**config.mk**
```make
export PLATFORM = sky130hd
export DESIGN_NAME = instr_fetch_queue
export DESIGN_NICKNAME = d
export VERILOG_FILES = /design/src/rtl/instr_fetch_queue.sv
export SDC_FILE = /design/constraint.sdc
export NUM_CORES = 1
export LEC_CHECK = 0
export CORE_ASPECT_RATIO = 1.2
export CORE_MARGIN = 2
export CORE_UTILIZATION = 40
export DETAILED_ROUTE_END_ITERATION = 8
export GPL_TIMING_DRIVEN = 0
export PLACE_DENSITY = 0.76
export SLEW_MARGIN = 20
export SYNTH_ARGS = -nofsm -noshare
export SYNTH_HDL_FRONTEND = slang
export SYNTH_SLANG_ARGS = --single-unit
```
**constraint.sdc**
```tcl
create_clock -name clk -period 11.1 [get_ports clk]
set_input_delay 2.775 -clock clk [delete_from_list [all_inputs] [get_ports clk]]
set_output_delay 2.775 -clock clk [all_outputs]
set_load 0.02 [all_outputs]
```
**src/rtl/instr_fetch_queue.sv**
```systemverilog
// Instruction fetch front end: issues word fetches under a credit limit, queues
// returned words with their PCs for decode, and flushes/drains on redirect.
module instr_fetch_queue #(
  parameter logic [31:0] RESET_PC = 32'h0000_0000,
  parameter int          DEPTH    = 2
) (
  input  logic        clk,
  input  logic        reset_n,
  output logic        imem_req_valid,
  input  logic        imem_req_ready,
  output logic [31:0] imem_addr,
  input  logic        imem_rsp_valid,
  input  logic [31:0] imem_rsp_data,
  input  logic        redirect_valid,
  input  logic [31:0] redirect_pc,
  output logic        dec_valid,
  input  logic        dec_ready,
  output logic [31:0] dec_instr,
  output logic [31:0] dec_pc,
  output logic [6:0]  dec_op,
  output logic [1:0]  dbg_state
);

  // Handshakes: a request transfers when imem_req_valid & imem_req_ready, a
  // decode transfer when dec_valid & dec_ready; valid never waits on ready.

  localparam int PW = (DEPTH > 1) ? $clog2(DEPTH) : 1;
  localparam int CW = $clog2(DEPTH + 1);
  localparam logic [CW-1:0] DEPTH_C  = CW'(DEPTH);
  localparam logic [PW-1:0] LAST_PTR = PW'(DEPTH - 1);

  localparam logic [1:0] ST_IDLE  = 2'b00;
  localparam logic [1:0] ST_FETCH = 2'b01;
  localparam logic [1:0] ST_DRAIN = 2'b10;

  logic [1:0]    state_q, state_d;
  logic [31:0]   pc_q, pc_d;
  logic [PW-1:0] q_wr_q, q_wr_d;
  logic [PW-1:0] q_rd_q, q_rd_d;
  logic [CW-1:0] count_q, count_d;
  logic [CW-1:0] out_q, out_d;
  logic [CW-1:0] disc_q, disc_d;
  logic [PW-1:0] tag_wr_q, tag_wr_d;
  logic [PW-1:0] tag_rd_q, tag_rd_d;

  logic [31:0] q_instr_mem [DEPTH];
  logic [31:0] q_pc_mem    [DEPTH];
  logic [31:0] tag_mem     [DEPTH];

  logic        in_fetch;
  logic        in_drain;
  logic        q_empty;
  logic        q_full;
  logic        accept;
  logic        rsp_live;
  logic        rsp_push;
  logic        pop;
  logic [CW:0] credit_sum;
  logic [31:0] redirect_aligned;
  logic        unused_bits;

  function automatic logic [PW-1:0] ptr_inc(input logic [PW-1:0] p);
    return (p == LAST_PTR) ? '0 : p + 1'b1;
  endfunction

  assign in_fetch         = (state_q == ST_FETCH);
  assign in_drain         = (state_q == ST_DRAIN);
  assign q_empty          = (count_q == '0);
  assign q_full           = (count_q == DEPTH_C);
  assign credit_sum       = {1'b0, count_q} + {1'b0, out_q};
  assign redirect_aligned = {redirect_pc[31:2], 2'b00};
  assign unused_bits      = ^redirect_pc[1:0];

  // Queued words plus words in flight never exceed DEPTH, so a response
  // always finds a free slot.
  assign imem_req_valid = in_fetch & ~redirect_valid & (credit_sum < {1'b0, DEPTH_C});
  assign imem_addr      = pc_q;
  assign accept         = imem_req_valid & imem_req_ready;

  assign dec_valid = in_fetch & ~q_empty & ~redirect_valid;
  assign pop       = dec_valid & dec_ready;
  assign dec_instr = q_empty ? '0 : q_instr_mem[q_rd_q];
  assign dec_pc    = q_empty ? '0 : q_pc_mem[q_rd_q];
  assign dec_op    = dec_valid ? dec_instr[6:0] : 7'b0000000;
  assign dbg_state = state_q;

  // A response with nothing outstanding cannot be matched to a tag; ignore it.
  assign rsp_live = imem_rsp_valid & (in_fetch | in_drain) & (out_q != '0);
  assign rsp_push = rsp_live & in_fetch & ~redirect_valid & (~q_full | pop);

  always_comb begin
    out_d = out_q;
    case ({accept, rsp_live})
      2'b10:   out_d = out_q + 1'b1;
      2'b01:   out_d = out_q - 1'b1;
      default: out_d = out_q;
    endcase
  end

  always_comb begin
    state_d  = state_q;
    pc_d     = pc_q;
    q_wr_d   = q_wr_q;
    q_rd_d   = q_rd_q;
    count_d  = count_q;
    disc_d   = disc_q;
    tag_wr_d = tag_wr_q;
    tag_rd_d = tag_rd_q;
    case (state_q)
      ST_IDLE: begin
        state_d = ST_FETCH;
      end
      ST_FETCH: begin
        if (redirect_valid) begin
          pc_d     = redirect_aligned;
          q_wr_d   = '0;
          q_rd_d   = '0;
          count_d  = '0;
          tag_wr_d = '0;
          tag_rd_d = '0;
          disc_d   = out_d;
          state_d  = (out_d == '0) ? ST_FETCH : ST_DRAIN;
        end else begin
          if (accept) begin
            pc_d     = pc_q + 32'd4;
            tag_wr_d = ptr_inc(tag_wr_q);
          end
          if (rsp_live) tag_rd_d = ptr_inc(tag_rd_q);
          if (rsp_push) q_wr_d = ptr_inc(q_wr_q);
          if (pop)      q_rd_d = ptr_inc(q_rd_q);
          case ({rsp_push, pop})
            2'b10:   count_d = count_q + 1'b1;
            2'b01:   count_d = count_q - 1'b1;
            default: count_d = count_q;
          endcase
        end
      end
      ST_DRAIN: begin
        // Every response here belongs to a flushed stream.
        if (rsp_live && (disc_q != '0)) disc_d = disc_q - 1'b1;
        if (redirect_valid) begin
          pc_d     = redirect_aligned;
          q_wr_d   = '0;
          q_rd_d   = '0;
          count_d  = '0;
          tag_wr_d = '0;
          tag_rd_d = '0;
        end
        if (disc_d == '0) state_d = ST_FETCH;
      end
      default: begin
        state_d = ST_IDLE;
      end
    endcase
  end

  always_ff @(posedge clk or negedge reset_n) begin
    if (!reset_n) begin
      state_q  <= ST_IDLE;
      pc_q     <= RESET_PC;
      q_wr_q   <= '0;
      q_rd_q   <= '0;
      count_q  <= '0;
      out_q    <= '0;
      disc_q   <= '0;
      tag_wr_q <= '0;
      tag_rd_q <= '0;
    end else begin
      state_q  <= state_d;
      pc_q     <= pc_d;
      q_wr_q   <= q_wr_d;
      q_rd_q   <= q_rd_d;
      count_q  <= count_d;
      out_q    <= out_d;
      disc_q   <= disc_d;
      tag_wr_q <= tag_wr_d;
      tag_rd_q <= tag_rd_d;
    end
  end

  // Storage needs no reset: every read is gated by occupancy or outstanding count.
  always_ff @(posedge clk) begin
    if (accept) tag_mem[tag_wr_q] <= pc_q;
    if (rsp_push) begin
      q_instr_mem[q_wr_q] <= imem_rsp_data;
      q_pc_mem[q_wr_q]    <= tag_mem[tag_rd_q];
    end
  end

endmodule
```
=== Yosys cells after proc, flatten, opt, wreduce, memory -nomap -nowiden ===
Memory sizes are Yosys's and may differ from the RTL's.
Index checks and enable logic that the tools add are counted.

* Multiplexer cells: 41
* Bitwise gates (word level): 16
* Add/subtract/negate cells: 11
* $lt $le $gt $ge: 1
* Reductions and logical operators: 15
* Equality and inequality tests: 15

{| class="wikitable"
|+ Operator list
! operator !! count
|-
| $mux W32 || 5
|-
| $pmux W32 S2 || 1
|-
| $add A32 B3 Y32 const B || 1
|-
| $mux W1 || 17
|-
| $mux W2 || 8
|-
| $pmux W2 S2 || 4
|-
| $reduce_and A3 Y1 || 5
|-
| $ne A3 B2 Y1 const B || 4
|-
| $and A1 B1 Y1 || 11
|-
| $eq A2 B2 Y1 const B || 4
|-
| $logic_not A2 Y1 || 4
|-
| $pmux W1 S2 || 4
|-
| $mux W7 || 1
|-
| $eq A2 B1 Y1 const B || 3
|-
| $pmux W2 S3 || 1
|-
| $reduce_bool A2 Y1 || 3
|-
| $sub A2 B1 Y2 const B || 3
|-
| $add A1 B1 Y1 const B || 4
|-
| $add A2 B1 Y2 const B || 2
|-
| $ne A2 B2 Y1 const B || 2
|-
| $ne A4 B2 Y1 const B || 1
|-
| $reduce_and A2 Y1 || 2
|-
| $add A2 B2 Y3 || 1
|-
| $lt A3 B2 Y1 const B || 1
|-
| 4 further kinds || 7
|}

* Memories: 3
* Bits in registers: 44
* RAM bits: 192
* Input port bits: 70
* Output and inout bits: 107

{| class="wikitable"
|+ Memory list
! memory !! depth !! bits a word !! read ports !! clocked after memory_dff !! write ports !! line !! source
|-
| q_instr_mem || 2 || 32 || 1 || 0 || 1 || 46 || <nowiki>logic [31:0] q_instr_mem [DEPTH];</nowiki>
|-
| q_pc_mem || 2 || 32 || 1 || 0 || 1 || 47 || <nowiki>logic [31:0] q_pc_mem [DEPTH];</nowiki>
|-
| tag_mem || 2 || 32 || 1 || 0 || 1 || 48 || <nowiki>logic [31:0] tag_mem [DEPTH];</nowiki>
|}

=== Longest topological paths before layout ===
* Depth after elaboration: 11
* Mapped depth: 11
* Depth with buffers taken out: 10

=== Least setup slack after synthesis ===
No wires, ideal clock.

* Kind: input port to output port
* From: in redirect_valid
* To: out dec_op[0]
* Setup slack: 4.507 ns
* Cell stages on the path: 4
* Data required time: 8.325 ns
* Arrival: 3.818 ns
* Cell sequence: buf_2 > nand2b_1 > clkbuf_1 > nor3_1

* Longest elaborated chain between the ends: 3

{| class="wikitable"
|+ Ends and longest elaborated chain
! element !! line !! source
|-
| from (decl) || 14 || <nowiki>input logic redirect_valid,</nowiki>
|-
| $not A1 Y1 || 80 || <nowiki>assign dec_valid = in_fetch & ~q_empty & ~redirect_valid;</nowiki>
|-
| $and A1 B1 Y1 || 80 ||
|-
| $mux W7 || 84 || <nowiki>assign dec_op = dec_valid ? dec_instr[6:0] : 7'b0000000;</nowiki>
|-
| to (decl) || 20 || <nowiki>output logic [6:0] dec_op,</nowiki>
|}

No other way between the ends.

=== Worst setup path in the final report ===
* From: in redirect_valid
* To: out dec_op[1]

The elaborated chain is that of the path after synthesis.

==> flow_results.org <==
** Die
- Die width :: 146 um
- The total area inside the core boundary comes to 23900 um2.
- # IOs :: 177
- Total die area :: 25500 um2
- Die height :: 175 um
- Row generation in the floorplan step produced 62 rows.
- The initial utilization of the core area, before any placement, comes to 40.6%.

** Logic synthesis
- In the post-synthesis netlist, the biggest area contributors are sky130_fd_sc_hd__edfxtp_1, sky130_fd_sc_hd__dfrtp_1, sky130_fd_sc_hd__mux2i_1.
- Mapped cell area :: 9700 um2
- In this run, synthesis inferred 184 flip-flops with an integrated enable.
- Area share of the largest cell type after synthesis :: 57.0%
- For this run, the leading register cell type out of synthesis is sky130_fd_sc_hd__edfxtp_1.
- Post-synthesis async set-or-reset flop share :: 18.6%
- Cell count after synthesis :: 700
- Yosys mapped the design onto 62 distinct sky130hd cell types.
- Sequential element share of the synthesized area :: 67.8%
- Post-synthesis area per instance :: 13.9 um2
- Yosys printed 0 warnings.
- In this run, synthesis produced a sequential element count of 226.
- sky130_fd_sc_hd__edfxtp_1 takes more of the synthesized area than any other cell.

** Layout
- The final layout contains 982 nets.
- In the layout the commonest cells are sky130_fd_sc_hd__edfxtp_1, sky130_fd_sc_hd__clkdlybuf4s50_1, sky130_fd_sc_hd__nor2_1, sky130_fd_sc_hd__mux2i_1, sky130_fd_sc_hd__dfrtp_1.
- Number of diodes added for antenna fixing :: 0
- The multi-input combinational cells in the finished layout cover a total of 2900 um2.
- Relative to the synthesized area, the layout overhead comes to 30.4%.
- Counting the fill cells in the layout gives 2035.
- Once layout is complete, the utilization of the core stands at 52.9%.
- Layout cell share with drive strength beyond 1 :: 12.2%
- Storage element area :: 6580 um2
- Commonest non-fill, non-tap cell in the layout :: sky130_fd_sc_hd__edfxtp_1

** Power
- Internal power consumption :: 2.08 mW
- Largest vdd supply drop :: 97.3 uV
- Share of total power consumed by net switching :: 37.4%
- LEAKAGE :: 4.46 nW
- Share of power burned in registers :: 37.6%
- For this design the ratio of total power to cell area is 262 nW/um2.
- P_sw :: 1.24 mW
- The clock network accounts for 20.9% of the total power.
- Combinational fraction of design power :: 41.5%

** Global routing
- In the global route stage, overall resource usage came out at 17.5%.
- Vias in the first global route :: 6536
- Global routing finished with a remaining overflow of 0.
- Entering global routing, the biggest net connects 27 pins.
- First-pass GRT wire length :: 35300 um
- Antenna violations before repair :: 0

** Placed design
- Port buffering added 169 buffers.
- After legalization and detailed placement, the total HPWL measured 16600 um.
- The congestion estimate from routability-driven global placement came to 0.876.

** Clock tree
- # resized after CTS :: 0
- Clock H-tree levels :: 1
- The longest clock path from root to sink contains 3 buffers.
- TritonCTS created 22 clock buffers.
- TritonCTS clock tree :: yes
- The cell sitting at the root of the clock tree is a sky130_fd_sc_hd__clkbuf_16.
- The later pin in the worst-skew pair is clocked with a latency of 500 ps.
- Clock tree synthesis found a total of 226 sinks.
- Clock input transition at the sequential cells of the worst setup and hold paths :: 60 ps
- CTS hold repair buffers :: 0
- Once the clock tree was built, the setup fixing pass inserted 0 buffers.

** Drt
- DRC viols :: 0
- For this block, the initial DRC count from the detailed router was 447.
- The detail route stage leaves a number of antenna-violating nets equal to 0.
- Detailed Routing Iterations Pass 1 :: 5
- Wire per inst :: 18.8 um
- Wire length reported by the detailed router :: 23300 um
- Vias :: 6497
- Dividing the detail-routed via count by the number of cells gives 5.24.

** Critical path
- Signal arrival time at the worst endpoint :: 4370 ps
- Worst path cell trace :: buf_2 > nand2b_1 > clkbuf_1 > nor3_1 > clkdlybuf4s50_1
- Along the worst path, the maximum fanout reaches 10.
- Worst path bufs/invs :: 3
- For flop-to-flop paths, the worst setup slack is 7890 ps.
- Required arrival time at the worst endpoint :: 8330 ps
- The worst setup path is launched from an input pin.
- Critical path's slowest cell :: sky130_fd_sc_hd__clkdlybuf4s50_1
- Among cell families on the critical path, the largest total delay comes from buffers and inverters.
- Endpoint kind of the worst setup timing path :: output pin
- Delay of the slowest cell on the worst path :: 660 ps
- By startpoint and endpoint, the worst setup path is classified as in2out.

** Timing
- Final setup violation count :: 0
- Sum of negative setup slack :: 0 ps
- In this run the tightest slew margin relative to its limit is 33.3%.
- At the pin with the least slew margin, the transition time is 985 ps.
- Number of pins with negative max-slew slack in the final report :: 0
- Setup repair after global routing left no endpoint under its margin.
- Static timing analysis puts the maximum clock frequency at 140 MHz.
- In the finished design, the share of the clock period the worst path needs comes to 64.3%.
- On the final layout, the worst clock skew is 20.9 ps.
- Final Critical Period :: 7140 ps
- The final hold violation count is 0.

** Outcome
- Result of the run :: finished clean

** Job
- Max-cap violations in this run came to 0.

** Min path
- Hold crit path type :: reg2reg
[layout make-up]
type	count	share of cell area (%)
flip-flops and latches	226	52.0
multi-input cells	421	22.9
repair buffers	176	14.6
clock buffers	32	4.98
well taps	320	3.17
plain buffers	45	1.72
inverters	11	0.327
clock inverters	8	0.307
[worst paths after layout]
| kind | startpoint | cells past startpoint | to |
|---|---|---|---|
| worst min register to register | imem_addr[9]$_DFFE_PN0P_ | 0 | tag_mem[1][9]$_DFFE_PP_ |
| worst max register to register | count_q[0]$_DFFE_PN0P_ | 11 | dbg_state[0]$_DFFE_PN0P_ |
| min in group asynchronous | reset_n | 1 | imem_addr[21]$_DFFE_PN0P_ |
| max in group asynchronous | reset_n | 2 | imem_addr[5]$_DFFE_PN0P_ |
| worst max-delay path | redirect_valid | 5 | dec_op[1] |
| worst min-delay path | imem_addr[9]$_DFFE_PN0P_ | 0 | tag_mem[1][9]$_DFFE_PP_ |
[metal layers]
layer	global-route usage, %	wire, um
met1	21.2	9140
met2	31.8	12100
met3	2.51	1290
met4	6.55	754
met5	0	0
[registers in the layout, summed over array words and instances (netlist names)]
name and cells:
out_q 2, count_q 2, q_rd_q 1, q_wr_q 1
tag_mem 60, q_pc_mem 60, imem_addr 30, dbg_state 2
tag_rd_q 1, q_instr_mem 64, disc_q 2, tag_wr_q 1
[power by group through the flow]
stage / sequential [mW] / combinational, mW / clock (mW)
2_1_floorplan: 1.28 / 0.760 / 0
3_3_place_gp: 1.26 / 1.34 / 0
4_1_cts: 1.24 / 1.39 / 0.706
5_1_grt: 1.26 / 1.48 / 0.739
3_5_place_dp: 1.26 / 1.38 / 0
6_report: 1.25 / 1.38 / 0.693
[logic make-up (layout without fill, tap and decap cells)]
logic type	Yosys count	count (layout)	share of synthesized area (%)
other	1	4	0.0387
multiplexers	97	97	10.4
adder cells (fa/ha/maj)	9	9	1.24
XOR/XNOR	4	4	0.361
buffers and inverters	56	272	2.67
AO/OA/AOI/OAI	115	115	7.44
AND/OR/NAND/NOR	192	192	10.0
flip-flops	226	226	67.8
[per-stage QoR]
step	instance area, um2	power (mW)	instances	setup slack (ps)	hold slack (ps)
after floorplan	9710	2.04	703	4510	514
after global placement	11800	2.59	1192	2570	523
after detailed placement	12000	2.64	1199	3980	523
after CTS	12600	3.34	1239	3980	540
after global routing	12600	3.48	1239	3870	561
final	12600	3.32	1239	3960	527
[Yosys cell counts, drive strengths merged, types with 2 or more instances]
library cell	instances
a311oi	4
mux2	34
nor3	17
o211ai	3
a211oi	4
buf	30
and2	7
mux2i	63
o21ai	26
a32o	2
dfrtp	42
nand2	30
nor2b	2
xor2	2
edfxtp	184
nand3	11
xnor2	2
inv	11
and4	5
nand4	5
a31oi	3
clkbuf	15
a22o	2
o31ai	5
nand2b	4
nor4	5
o32ai	4
nor3b	2
and3	8
o22ai	9
a21oi	41
nor2	88
ha	8
or3	5
(Power assumes the default switching activity.)
